**config.mk**
```make
export PLATFORM = sky130hd
export DESIGN_NAME = uart_rx_core
export DESIGN_NICKNAME = d
export VERILOG_FILES = /design/src/rtl/uart_rx_core.sv
export SDC_FILE = /design/constraint.sdc
export NUM_CORES = 1
export LEC_CHECK = 0
export CAP_MARGIN = 20
export CORE_UTILIZATION = 45
export CTS_CLUSTER_DIAMETER = 50
export DETAILED_ROUTE_END_ITERATION = 8
export PLACE_DENSITY = 0.76
export SYNTH_ARGS = -nofsm -noshare
export SYNTH_HDL_FRONTEND = slang
export SYNTH_SLANG_ARGS = --single-unit
```
**constraint.sdc**
```tcl
create_clock -name clk_sys -period 2.2 [get_ports clk_sys]
set_input_delay 0.33 -clock clk_sys [delete_from_list [all_inputs] [get_ports clk_sys]]
set_output_delay 0.33 -clock clk_sys [all_outputs]
set_load 0.05 [all_outputs]
```
**src/rtl/uart_rx_core.sv**
```systemverilog
// UART receive engine: 16x oversampled start detect, mid-bit sampling,
// 7/8 data bits, optional parity, stop check and ready/read handoff.
module uart_rx_core #(
  parameter int SYNC_STAGES = 2,
  parameter int MID_SAMPLE  = 7
) (
  input  logic       clk_sys,
  input  logic       rst_sys_n,
  input  logic       baud_clock,
  input  logic       bit8,
  input  logic       parity_en,
  input  logic       odd_n_even,
  input  logic       rx,
  input  logic       read_rx_byte,
  output logic [7:0] rx_data,
  output logic       rx_ready,
  output logic       parity_err,
  output logic       framing_err,
  output logic       overflow
);

  typedef enum logic [2:0] {
    IDLE,
    START,
    DATA,
    PARITY,
    STOP
  } state_t;

  state_t state_q, state_d;

  logic [SYNC_STAGES-1:0] sync_q;
  logic       rx_s;
  logic [3:0] samp_q, samp_d;
  logic [2:0] bit_q, bit_d;
  logic [7:0] shreg_q, shreg_d;
  logic       cfg8_q, cfg8_d;
  logic       cfgp_q, cfgp_d;
  logic       cfgo_q, cfgo_d;
  logic       perr_q, perr_d;
  logic       stop_q, stop_d;
  logic       store_q, store_d;
  logic [7:0] data_w;
  logic [2:0] last_bit;
  logic       mid;
  logic       tick_end;

  assign rx_s     = sync_q[SYNC_STAGES-1];
  assign data_w   = cfg8_q ? shreg_q : {1'b0, shreg_q[7:1]};
  assign last_bit = cfg8_q ? 3'd7 : 3'd6;
  assign mid      = (samp_q == 4'(MID_SAMPLE));
  assign tick_end = (samp_q == 4'hf);

  always_ff @(posedge clk_sys or negedge rst_sys_n) begin
    if (!rst_sys_n) begin
      sync_q <= '1;
    end else begin
      sync_q <= {sync_q[SYNC_STAGES-2:0], rx};
    end
  end

  always_ff @(posedge clk_sys or negedge rst_sys_n) begin
    if (!rst_sys_n) begin
      state_q <= IDLE;
      samp_q  <= '0;
      bit_q   <= '0;
      shreg_q <= '0;
      cfg8_q  <= 1'b0;
      cfgp_q  <= 1'b0;
      cfgo_q  <= 1'b0;
      perr_q  <= 1'b0;
      stop_q  <= 1'b0;
      store_q <= 1'b0;
    end else begin
      state_q <= state_d;
      samp_q  <= samp_d;
      bit_q   <= bit_d;
      shreg_q <= shreg_d;
      cfg8_q  <= cfg8_d;
      cfgp_q  <= cfgp_d;
      cfgo_q  <= cfgo_d;
      perr_q  <= perr_d;
      stop_q  <= stop_d;
      store_q <= store_d;
    end
  end

  always_comb begin
    state_d = state_q;
    samp_d  = samp_q;
    bit_d   = bit_q;
    shreg_d = shreg_q;
    cfg8_d  = cfg8_q;
    cfgp_d  = cfgp_q;
    cfgo_d  = cfgo_q;
    perr_d  = perr_q;
    stop_d  = stop_q;
    store_d = 1'b0;
    if (baud_clock) begin
      unique case (state_q)
        IDLE: begin
          if (!rx_s) begin
            state_d = START;
            samp_d  = '0;
            cfg8_d  = bit8;
            cfgp_d  = parity_en;
            cfgo_d  = odd_n_even;
            perr_d  = 1'b0;
          end
        end
        START: begin
          if (mid) begin
            samp_d = '0;
            bit_d  = '0;
            // a start bit that went high again was only a glitch
            state_d = rx_s ? IDLE : DATA;
          end else begin
            samp_d = samp_q + 4'd1;
          end
        end
        DATA: begin
          samp_d = samp_q + 4'd1;
          if (tick_end) begin
            shreg_d = {rx_s, shreg_q[7:1]};
            if (bit_q == last_bit) begin
              state_d = cfgp_q ? PARITY : STOP;
            end else begin
              bit_d = bit_q + 3'd1;
            end
          end
        end
        PARITY: begin
          samp_d = samp_q + 4'd1;
          if (tick_end) begin
            perr_d  = ^data_w ^ rx_s ^ cfgo_q;
            state_d = STOP;
          end
        end
        STOP: begin
          samp_d = samp_q + 4'd1;
          if (tick_end) begin
            stop_d  = rx_s;
            store_d = 1'b1;
            state_d = IDLE;
          end
        end
        default: state_d = IDLE;
      endcase
    end
  end

  // store takes priority over a simultaneous read
  always_ff @(posedge clk_sys or negedge rst_sys_n) begin
    if (!rst_sys_n) begin
      rx_data     <= '0;
      rx_ready    <= 1'b0;
      parity_err  <= 1'b0;
      framing_err <= 1'b0;
      overflow    <= 1'b0;
    end else if (store_q) begin
      rx_data     <= data_w;
      rx_ready    <= 1'b1;
      parity_err  <= cfgp_q & perr_q;
      framing_err <= ~stop_q;
      overflow    <= rx_ready & ~read_rx_byte;
    end else if (read_rx_byte && rx_ready) begin
      rx_ready    <= 1'b0;
      parity_err  <= 1'b0;
      framing_err <= 1'b0;
      overflow    <= 1'b0;
    end
  end

endmodule

```
==> results by group <==
Outcome
  • Status: finished, final reports clean

Final layout
  • Fillers: roughly 330
  • # nets final: around 200
  • Area Growth Syn to Fin: 17.8%
  • Fin cells: 240
  • Share of cells above drive strength 1: between 10 and 15%
  • FF/Latch Area: roughly 950 µm²
  • Fin area: about 2200 µm²
  • N_diodes: 0
  • Multi-input logic area: 882 µm²

STA
  • Slew headroom: 44.0%
  • Setup slack after layout: roughly 0.15 ns
  • Final Hold Viols: 0
  • Fin crit share: slightly above 90%
  • Slew Limit Fails: 0
  • Final Skew: roughly 0.0035 ns
  • Worst Max-Slew Pin Slew: between 0.8 and 0.9 ns
  • Setup Viol. Count Final: 0
  • Tmin final: roughly 2.0 ns
  • Final TNS setup: 0 ns
  • RSZ-0062 raised after global routing: false
  • F_max: 489 MHz

Min path
  • Hold Crit Class: input pin to asynchronous set/reset pin

Routing
  • Highest Signal Layer: met4
  • Iter 0 DRT Violations: 100
  • DRT Pass-1 Iters: 4
  • WL final: ~3600 µm
  • Vias/cell: ~5.5
  • Drt drc: 0
  • Avg WL per Cell: 15.1 µm
  • Met2 WL: 1790 µm
  • Metal-1 WL: approximately 1600 µm
  • Post-route ant nets: 0
  • Routed wl met3: around 180 µm
  • Via Count: about 1300

GRT
  • Largest net degree at the start of global routing: 39
  • GRT Residual Overflow: 0
  • First-pass GRT wire length: approximately 6000 µm
  • Antenna violations before repair: 0
  • Vias in the first global route: ~1300
  • Gr usage total: between 15 and 20%

Clocking
  • CTS tree: yes
  • Post-CTS Hold Fix Bufs: 0
  • Longest Clk Path Bufs: 2
  • PostCTS Resize Cnt: 0
  • Clk root buf: clkbuf_8
  • Clk sinks: 38
  • Post-CTS setup buffer count: 0
  • Htree depth: 2
  • Number of CTS-inserted buffers: 5
  • Reg clk slew, reported paths: 0.07 ns
  • Latest clock arrival within the worst-skew pair: approximately 0.28 ns

Power
  • Flop pwr share: approximately 44%
  • Gate power share: a little under 30%
  • VDD IR max: slightly below 0.5 mV
  • Internal: between 1 and 1.5 mW
  • Net Sw Power: 0.710 mW
  • Clock network fraction of total power: between 20% and 30%
  • Power Total: around 2.2 mW
  • Pwr Density: 978 nW/µm²
  • Leakage: a little over 1 nW
  • Sw Ratio: about a third

Die
  • Die footprint: 4460 µm²
  • Die X: 66.8 µm
  • Cell row count: 23
  • Core outline area: between 4000 and 5000 µm²
  • DIE HEIGHT: roughly 67 µm
  • I/O pin count: 20
  • Starting Density: between 40% and 50%

Synth
  • Syn Area/Cell: 11.3 µm²
  • Synth warnings: 0
  • Synth async-reset ratio: between 90% and 100%
  • Post-Synthesis Cells: ~170
  • Mapped cell area: 1890 µm²
  • Sequential share of the synthesized area: between 50% and 60%
  • Synthesized flop and latch total: 38
  • Main synth FF type: dfrtp_1
  • EDFF count, synth: 0
  • Mapped Nets: 177
  • Netlist cell types: between 40 and 50

Setup path
  • CP startpoint: samp_q[0]
  • Max stage delay on crit path: approximately 0.47 ns
  • Worst path bufs/invs: 0
  • Crit path cell chain: ha_1, nand3b_1, a22oi_1, nand4_1, or3b_1, o211ai_1
  • Reg2Reg Launch Point: samp_q[0]
  • Worst-path fanout max: 6
  • Startpoint Class: register
  • Critical-path top delay cell: a22oi_1
  • Critical Path End Type: register
  • Setup CP Type: register to register
  • Critical Path RT: roughly 2.4 ns
  • CP arrival: ~2.3 ns
  • CP delay by family, top: simple AND/OR/NAND/NOR gates

Placement
  • Post-DP HPWL: about 2600 µm
  • Worst slack at placement: roughly 0.18 ns
  • Cells after DPL: 232
  • Placed cell areas: about 2100 µm²
  • Routability cong.: 0.906
  • Port bufs: 19

Flow run
  • Max Cap Viol: 0
[flip-flops by register name, summed over array words and instances (netlist names), 2 cells and up]
register  flops
bit_q         3
rx_data       8
samp_q        4
shreg_q       8
state_q       3
sync_q        2
[layout by cell type (no fill, tap or decap), types with 2 or more instances in the layout]
cell type        synthesis  routed
dfrtp_1                 36      36
clkdlybuf4s50_1          0      18
nor2_1                  14      14
mux2_2                  13      13
mux2i_1                 12      12
a21oi_1                 10      10
nand3_1                  7       7
nand2_1                  7       7
xnor2_1                  5       5
nand2b_1                 5       5
inv_1                    5       5
clkbuf_8                 0       5
a31oi_1                  3       3
o31ai_1                  3       3
o21ai_0                  3       3
xor2_1                   3       3
nor2b_1                  2       2
or2_1                    2       2
a21o_1                   2       2
xnor3_1                  2       2
o41ai_1                  2       2
ha_1                     2       2
clkbuf_1                 3       2
buf_4                    0       2
dfstp_2                  2       2
[cell type report]
| type | count | area share, % |
|---|---|---|
| timing repair buffer | 21 | 9.00 |
| clock buffer | 7 | 3.43 |
| inverter | 5 | 0.844 |
| clock inverter | 1 | 1.35 |
| sequential | 38 | 42.9 |
| tap | 50 | 2.81 |
| multi-input combinational | 118 | 39.7 |
[stage by stage]
step                hold WS [ns]  util, %
CTS                        0.171     55.6
global route               0.213     55.6
global placement           0.346     52.9
floorplan                 0.0344        -
detailed placement         0.347     52.9
finish                     0.150     55.6
[cells in the mapped netlist (2+ instances only)]
library cell	count	area, µm²
o31ai_1	3	22.5
nand2b_1	5	31.3
dfrtp_1	36	901
nand2_1	7	26.3
o21ai_0	3	15.0
mux2i_1	12	120
a21o_1	2	15.0
o41ai_1	2	17.5
clkbuf_1	3	11.3
ha_1	2	25.0
or2_1	2	12.5
xor2_1	3	26.3
nand3_1	7	35.0
inv_1	5	18.8
a31oi_1	3	18.8
mux2_2	13	146
nor2b_1	2	12.5
nor2_1	14	52.6
xnor2_1	5	43.8
dfstp_2	2	52.6
a21oi_1	10	50.1
xnor3_1	2	45.0
[layer usage]
metal | vias to the layer above | track usage (%)
li1 | 638 | -
met1 | 622 | 23.8
met2 | 44 | 28.9
met3 | 8 | 5.14
met4 | 0 | 8.24
met5 | - | 0
[path summary, 6_finish.rpt]
check | to | slack, ns | cells after the start
min | overflow | 0.15 | 1
max in group asynchronous | samp_q[1] | 1.53 | 1
max reg2reg | bit_q[2] | 0.15 | 6
min reg2reg | sync_q[1] | 0.36 | 0
min in group clk_sys | sync_q[1] | 0.36 | 0
max | bit_q[2] | 0.15 | 6
[logic make-up after synthesis]
kind of cell               Yosys count  synth area share [%]
xor gates and xnor gates            10                  6.10
adders and majority gates            3                  1.86
DFF                                 38                  50.5
and+or+nand+nor                     49                  13.9
AOI/OAI and AO/OA                   31                  10.7
muxes                               25                  14.1
buffers and inverters               11                  2.72
[power by group through the flow]
stage | Combinational [mW] | Sequential [mW] | Clock, mW
finish | 0.644 | 0.964 | 0.566
global route | 0.705 | 0.984 | 0.607
CTS | 0.647 | 0.960 | 0.583
detailed placement | 0.641 | 0.973 | 0
global placement | 0.609 | 0.961 | 0
floorplan | 0.553 | 0.899 | 0
(Power assumes the default switching activity.)
